## config.mk

```make
export PLATFORM = sky130hd
export DESIGN_NAME = dec_8_accum
export DESIGN_NICKNAME = d
export VERILOG_FILES = /design/src/rtl/dec_8_accum.sv
export SDC_FILE = /design/constraint.sdc
export NUM_CORES = 1
export LEC_CHECK = 0
export BUFFER_PORTS_ARGS = -buffer_cell sky130_fd_sc_hd__buf_2
export CAP_MARGIN = 30
export CORE_MARGIN = 4
export CORE_UTILIZATION = 45
export CTS_CLUSTER_DIAMETER = 120
export DETAILED_ROUTE_END_ITERATION = 8
export GPL_TIMING_DRIVEN = 1
export HOLD_SLACK_MARGIN = 0.12
export PLACE_DENSITY = 0.75
export SYNTH_ARGS = -nofsm -noshare
export SYNTH_HDL_FRONTEND = slang
export SYNTH_SLANG_ARGS = --single-unit
```

## constraint.sdc

```tcl
create_clock -name clk -period 1.7 [get_ports clk]
set_clock_uncertainty 0.15 [all_clocks]
set_input_delay 0.255 -clock clk [delete_from_list [all_inputs] [get_ports clk]]
set_output_delay 0.255 -clock clk [all_outputs]
set_load 0.05 [all_outputs]
```

## src/rtl/dec_8_accum.sv

```systemverilog
// Accumulates 3-bit encoded bit indices into an 8-bit request mask, one frame at a time.
// Optional duplicate-index flag on err is compiled in with `define DEC_DUP_ERR_EN.
module dec_8_accum #(
    parameter int MAX_CODES = 8
) (
    input  logic       clk,
    input  logic       rst,
    input  logic [2:0] Y,
    input  logic       V,
    input  logic       last,
    output logic       in_ready,
    output logic [7:0] D,
    output logic [7:0] A,
    output logic       A_valid,
    input  logic       A_ready,
    output logic       err,
    output logic [1:0] state_o
);

    typedef enum logic [1:0] {
        IDLE  = 2'd0,
        ACCUM = 2'd1,
        HOLD  = 2'd2
    } state_t;

    localparam logic [3:0] MAX_C = 4'(MAX_CODES);

    state_t     state_q;
    logic [7:0] mask_q, mask_d;
    logic [7:0] d_q, d_d;
    logic [3:0] count_q, count_d;
    logic [3:0] count_inc;
    logic [7:0] onehot;
    logic       in_ready_q;
    logic       a_valid_q;
    logic       accept;
    logic       close;
    logic       xfer;

    // Handshakes: a code is taken on a rising edge with V=1 while not holding;
    // a frame leaves on a rising edge with A_valid=1 and A_ready=1.
    always_comb begin
        onehot    = 8'd1 << Y;
        accept    = V && (state_q != HOLD);
        xfer      = (state_q == HOLD) && A_ready;
        count_inc = (state_q == IDLE) ? 4'd1 : count_q + 4'd1;
        close     = last || (count_inc == MAX_C);
        mask_d    = mask_q;
        count_d   = count_q;
        d_d       = d_q;
        if (accept) begin
            mask_d  = (state_q == IDLE) ? onehot : (mask_q | onehot);
            count_d = count_inc;
            d_d     = onehot;
        end else if (xfer) begin
            mask_d  = 8'd0;
            count_d = 4'd0;
        end
    end

    always_ff @(posedge clk or posedge rst) begin
        if (rst) begin
            state_q    <= IDLE;
            mask_q     <= 8'd0;
            count_q    <= 4'd0;
            d_q        <= 8'd0;
            in_ready_q <= 1'b1;
            a_valid_q  <= 1'b0;
        end else begin
            mask_q  <= mask_d;
            count_q <= count_d;
            d_q     <= d_d;
            case (state_q)
                IDLE, ACCUM: begin
                    if (accept) begin
                        if (close) begin
                            state_q    <= HOLD;
                            in_ready_q <= 1'b0;
                            a_valid_q  <= 1'b1;
                        end else begin
                            state_q <= ACCUM;
                        end
                    end
                end
                HOLD: begin
                    if (A_ready) begin
                        state_q    <= IDLE;
                        in_ready_q <= 1'b1;
                        a_valid_q  <= 1'b0;
                    end
                end
                default: begin
                    state_q    <= IDLE;
                    in_ready_q <= 1'b1;
                    a_valid_q  <= 1'b0;
                end
            endcase
        end
    end

`ifdef DEC_DUP_ERR_EN
    logic err_q;

    // Only ACCUM can see a duplicate; IDLE always starts from an empty mask.
    always_ff @(posedge clk or posedge rst) begin
        if (rst) begin
            err_q <= 1'b0;
        end else if (xfer) begin
            err_q <= 1'b0;
        end else if (accept && (state_q == ACCUM) && ((mask_q & onehot) != 8'd0)) begin
            err_q <= 1'b1;
        end
    end

    assign err = err_q;
`else
    assign err = 1'b0;
`endif

    assign in_ready = in_ready_q;
    assign A_valid  = a_valid_q;
    assign A        = mask_q;
    assign D        = d_q;
    assign state_o  = state_q;

endmodule

```

==> run metrics, run 1 <==
synthesized netlist cell count=93; Synth top area share=52.3%; largest family of logic cells by synthesized area=compound AO/OA/AOI/OAI gates; clock slew at reported path FFs=0.13 ns; crit path buf inv count=3; Post-Syn Area=1100 µm²; commonest cells in the netlist=23 x dfrtp_1, 8 x a22o_1, 8 x o2bb2ai_1; crit-path max cell delay=0.56 ns; Tot Pwr=0.00210 W; DR iter-0 viols=27; worst path cell trace=dlygate4sd3_1 -> buf_2 -> nand2_1 -> dlygate4sd3_1 -> o2bb2ai_1; EDFF count, synth=0; hold crit path type=input port to flop; Slew Limit Fails=0; Final nets=140; Remaining DRCs=0; post-DP HPWL=1750 µm; crit path launch type=input port; data arrival time of the worst path=1.71 ns; crit path max-delay cell type=dlygate4sd3_1; DRT Pass-1 Iters=4; Starting Density=48.4%; crit-path max FO=6; CP top delay family=buffers and inverters; Core Area=2280 µm²; detailed-route wire length per cell=15.0 µm; Seq/Total Area, Yosys=54.7%; Synth Area in Adders=1.14%; routed wire length=2360 µm; die height=57.5 µm; CTS tree=yes; Worst R2R End=state_o[1]$_DFFE_PP0P_; IO Pins=29; Synth Register Bits=24; Post-Synth Simple-Gate Area=13.6%; minimum clock period=1.62 ns; Synth warnings=0; Fillers=196; worst endpoint required time=1.79 ns; initial antenna violation count=0; count leader, synth=dfrtp_1; first-pass GRT wire length=4180 µm; vias in the first global route=874; Synth area leaders=dfrtp_1 52%, a22o_1 6.4%, o2bb2ai_1 6.4%; critical path depth=5; die width=57.5 µm; # rows=17; clock buffer depth=2; Max Clock Freq=616 MHz; antenna diode count=0; asr flop ratio synth=100%; CP endpoint kind=flop; Synth Net Count=102; critical path launch point=Y[1]; CP Capture Point=D[7]$_DFFE_PP0P_; Compound-Gate Fraction of Synth Area=23.5%; PortBufs=27; critical path class=input port to flop; CTS Buf Count=3; vias per cell=5.53; RR Startpoint=count_q[1]$_DFFE_PP0P_; cell accounting for the most synthesized area=dfrtp_1; syn_area_per_cell=11.8 µm²; GP Congestion=0.850; Worst path most repeated cell=dlygate4sd3_1; setup_tns=0 ns; Worst VDD drop=0.874 mV; Post-synth top flop=dfrtp_1; GRT Util Overall=15.6%; Reg2Reg Setup Slack=0.13 ns; outcome=finished, final reports clean; max_cap viols=0; Clock Sinks=24; CTS root buffer=clkbuf_4; Period Utilization, post-route=95.5%; Static Leak=0.668 nW; RSZ-0062 raised after global routing=no; vias after detailed routing=874; mux contribution to synthesized area=1.93%; Die Area=3300 µm²; largest net degree at the start of global routing=15; area grow syn2layout=25.0%; # H-tree levels=1; grt ovf=0; Post-Synth XOR/XNOR Area=1.59%; P per Cell Area=1520 nW/µm²; share of cells above drive strength 1=33.1%; cells on worst reg2reg path=4; # setup viols final=0; DRT antenna net count=0; unique cell type count in the Yosys netlist=34; worst skew pair latency=0.31 ns; Final Hold Viols=0
[kinds of logic (layout without fill, tap and decap cells)]
group	Yosys count	count (layout)
AND/OR/NAND/NOR	24	24
other	1	1
AO/OA/AOI/OAI	32	32
flip-flops	24	24
adder cells (fa/ha/maj)	1	1
XOR/XNOR	2	2
multiplexers	2	2
buffers and inverters	7	44
[state kept, by name (all words and copies together), names as in the netlist]
name and count:
A 8, A_valid 1, D 8, count_q 4, in_ready 1, state_o 2
[where the power goes]
part	leakage, nW	switching, W	internal [W]
Sequential	0.309	0.000128	0.000716
Combinational	0.338	0.000635	0.000320
Clock	0.0210	0.000166	0.000131
[layer usage]
| metal | track usage [%] | share of wire [%] | wire length, µm |
|---|---|---|---|
| met5 | 0 | 0 | 0 |
| met4 | 3.64 | 0.55 | 13 |
| met3 | 2.94 | 4.6 | 109 |
| met2 | 23.1 | 46 | 1080 |
| met1 | 23.7 | 49 | 1160 |
[worst reg2reg max path, delay by kind of cell (launching register included)]
kind            cells  cell delay (ns)
compound gates      2             0.36
simple gates        1             0.18
flops               1             0.45
fa+ha+maj           1             0.32
[worst min-delay path by stage]
stage,cells past startpoint,startpoint,to
2_1_floorplan,1,rst,A[0]$_DFFE_PP0P_
6_report,3,A_ready,count_q[0]$_DFFE_PP0P_
4_1_cts,3,A_ready,count_q[0]$_DFFE_PP0P_
3_3_place_gp,2,rst,D[0]$_DFFE_PP0P_
5_1_grt,3,A_ready,count_q[0]$_DFFE_PP0P_
3_5_place_dp,2,rst,A[0]$_DFFE_PP0P_
[timing repair]
action / in CTS / in global routing
hold buffers: 5 / 0
endpoints found under the hold margin: 14 / 0
buffers inserted: 0 / 0
gates resized for setup: 0 / 3
setup endpoints to repair: 0 / 3
[cell usage in the layout, fill, tap and decap left out, drive strengths merged, types with 2 or more instances in the layout]
cell type	count
a32o	2
a21oi	2
nand2b	3
nand2	6
clkbuf	4
buf	31
nor2	3
a22o	8
dfrtp	23
nand3	3
o2bb2ai	8
inv	4
nor3b	2
dlygate4sd3	5
o21ai	5
nor2b	4
[metrics by stage]
step	utilization [%]	hold slack [ns]	cells	setup slack, ns	cell area [µm²]
floorplan	-	0.119	93	0.0747	1100
global placement	56.3	0.116	149	0.183	1280
detailed placement	56.3	0.118	149	0.135	1280
CTS	60.1	0.127	158	0.0300	1370
global route	60.5	0.126	158	0.0213	1380
finish	60.5	0.126	158	0.0765	1380
[cell type report]
type / count / area (µm²) / area share [%]
Inverter: 4 / 15.0 / 1.09
Sequential cell: 24 / 603 / 43.8
Clock buffer: 4 / 36.3 / 2.64
Multi-Input combinational cell: 62 / 469 / 34.1
Tap cell: 28 / 35.0 / 2.55
Timing Repair Buffer: 36 / 218 / 15.8
Power figures use the tool's default switching activity.
==> inputs of run 2 (changes only) <==
--- a/config.mk
+++ b/config.mk
@@ -13,7 +13,8 @@
 export DETAILED_ROUTE_END_ITERATION = 8
 export GPL_TIMING_DRIVEN = 1
 export HOLD_SLACK_MARGIN = 0.12
-export PLACE_DENSITY = 0.75
+export PLACE_DENSITY = 0.67
+export SKIP_CTS_REPAIR_TIMING = 1
 export SYNTH_ARGS = -nofsm -noshare
 export SYNTH_HDL_FRONTEND = slang
 export SYNTH_SLANG_ARGS = --single-unit
==> run 2 against run 1 <==
Compared with the run above:
- sequential share of layout area is 0.32 points higher
- register-to-register slack better by 0.02 ns
- worst setup slack better by 0.010 ns
- design area is 0.73% lower
- non-clock buffer count is 1 lower
- critical path type is now flop to output port
- critical endpoint is now state_o[0]
==> run metrics, run 2 (synthesized netlist as in run 1, its figures left out) <==
vias per cell=5.56 (+0.52%); critical path launch point=state_o[0]$_DFFE_PP0P_; RR Startpoint=count_q[1]$_DFFE_PP0P_; worst skew pair latency=0.31 ns (about the same); setup_tns=0 ns (unchanged); DR iter-0 viols=15 (-44%); Slew Limit Fails=0 (unchanged); detailed-route wire length per cell=14.3 µm (-4.2%); Core Area=2280 µm² (unchanged); placed cell areas=1280 µm² (unchanged); routed wire length=2250 µm (-4.8%); PortBufs=27 (unchanged); IO Pins=29 (unchanged); Final Hold Viols=0 (unchanged); Final nets=139 (-0.71%); met2 usage=23.2% (+0.16 points); multi-input logic area=469 µm² (unchanged); share of cells above drive strength 1=33.3% (+0.26 points); Starting Density=48.4% (unchanged); die width=57.5 µm (unchanged); grt ovf=0 (unchanged); M1 GR Usage=20.6% (-3.1 points); DRT Pass-1 Iters=4 (unchanged); Fillers=191 (-2.6%); crit-path max cell delay=0.48 ns (-0.08 ns); P per Cell Area=1530 nW/µm² (+0.61%); Worst VDD drop=0.906 mV (+3.7%); Remaining DRCs=0 (unchanged); CTS root buffer=clkbuf_4; CTS tree=yes; vias after detailed routing=873 (-0.11%); clock buffer depth=2 (unchanged); FF/Latch Area=603 µm² (unchanged); Static Leak=0.665 nW (-0.46%); antenna diode count=0 (unchanged); # setup viols final=0 (unchanged); GP Congestion=0.768 (-9.7%); # rows=17 (unchanged); crit-path max FO=8 (+2); grt met3 use=4.52% (+1.6 points); fin area=1370 µm² (-0.73%); Max Clock Freq=620 MHz (+0.62%); Clock Sinks=24 (unchanged); worst endpoint required time=1.29 ns (-0.50 ns); clock slew at reported path FFs=0.12 ns (about the same); worst path cell trace=buf_4 -> clkbuf_4; initial antenna violation count=0 (unchanged); DRT antenna net count=0 (unchanged); vias in the first global route=827 (-5.4%); CTS Buf Count=3 (unchanged); # H-tree levels=1 (unchanged); largest net degree at the start of global routing=15 (unchanged); commonest non-fill, non-tap cell in the layout=buf_2; minimum clock period=1.61 ns (-0.0101 ns); outcome=finished, final reports clean; critical path class=flop to output port; data arrival time of the worst path=1.21 ns (-0.50 ns); crit path max-delay cell type=dfrtp_2; CP endpoint kind=output port; HP Start=A_ready; crit path launch type=flop; commonest cells after routing, fill and taps aside=26 x buf_2, 22 x dfrtp_1, 8 x a22o_1, 8 x o2bb2ai_1, 6 x nand2_1; first-pass GRT wire length=3880 µm (-7.1%); GR peak layer=met2; hold crit path type=input port to flop; max_cap viols=0 (unchanged); area grow syn2layout=24.1%; GRT Util Overall=15.0% (-0.60 points); Die Area=3300 µm² (unchanged); RSZ-0062 raised after global routing=no; Period Utilization, post-route=94.9% (-0.59 points); post-DP HPWL=1670 µm (-4.6%); die height=57.5 µm (unchanged)
[run 2: changes by cell type in the layout (fill, tap and decap cells not counted), sizes merged]
cell         before  now
buf              31   30
clkbuf            4    5
dlygate4sd3       5    4
[run 2: worst paths after layout]
| check | cells after the start | slack [ns] | end |
|---|---|---|---|
| setup / recovery | 2 | 0.09 | state_o[0] |
| hold / removal | 3 | 0.12 | count_q[0]$_DFFE_PP0P_ |
| setup reg to reg | 4 | 0.15 | state_o[1]$_DFFE_PP0P_ |
| hold reg to reg | 2 | 0.34 | A_valid$_DFFE_PP0P_ |
| max in group asynchronous | 4 | 0.57 | count_q[2]$_DFFE_PP0P_ |
| min in group asynchronous | 3 | 0.30 | A[2]$_DFFE_PP0P_ |
[run 2: through the flow]
step / instances / hold WS (ns) / power, W / worst slack, ns / utilization (%)
finish: 157 / 0.123 / 0.00209 / 0.0866 / 60.0
global route: 157 / 0.125 / 0.00223 / 0.0272 / 60.0
CTS: 153 / -0.247 / 0.00210 / -0.0583 / 57.9
detailed placement: 149 / 0.107 / 0.00180 / 0.115 / 56.3
global placement: 149 / 0.100 / 0.00178 / 0.178 / 56.3
floorplan: 93 / 0.119 / 0.00156 / 0.0747 / -
[run 2: final cells by class]
cell class              count  area share, %
inverters                   4           1.10
well taps                  28           2.56
clock buffers               4           2.66
flip-flops and latches     24           44.1
multi-input cells          62           34.3
repair buffers             35           15.2
[run 2: worst max-delay path: cells and delay by family, from the launching register on]
kind,cells,cell delay [ns]
flops,1,0.48
buf+inv,2,0.42
[run 2: per-layer routing]
layer  vias to the layer above  share of wire (%)
met4                         0               0.44
met2                        32                 46
li1                        421                  -
met3                         2                6.4
met5                         -                  0
met1                       418                 47
[run 2: power by group]
group          switching (W)  internal [W]  total, W
clock network       0.000160      0.000131  0.000291
logic               0.000644      0.000323  0.000967
registers           0.000120      0.000716  0.000836
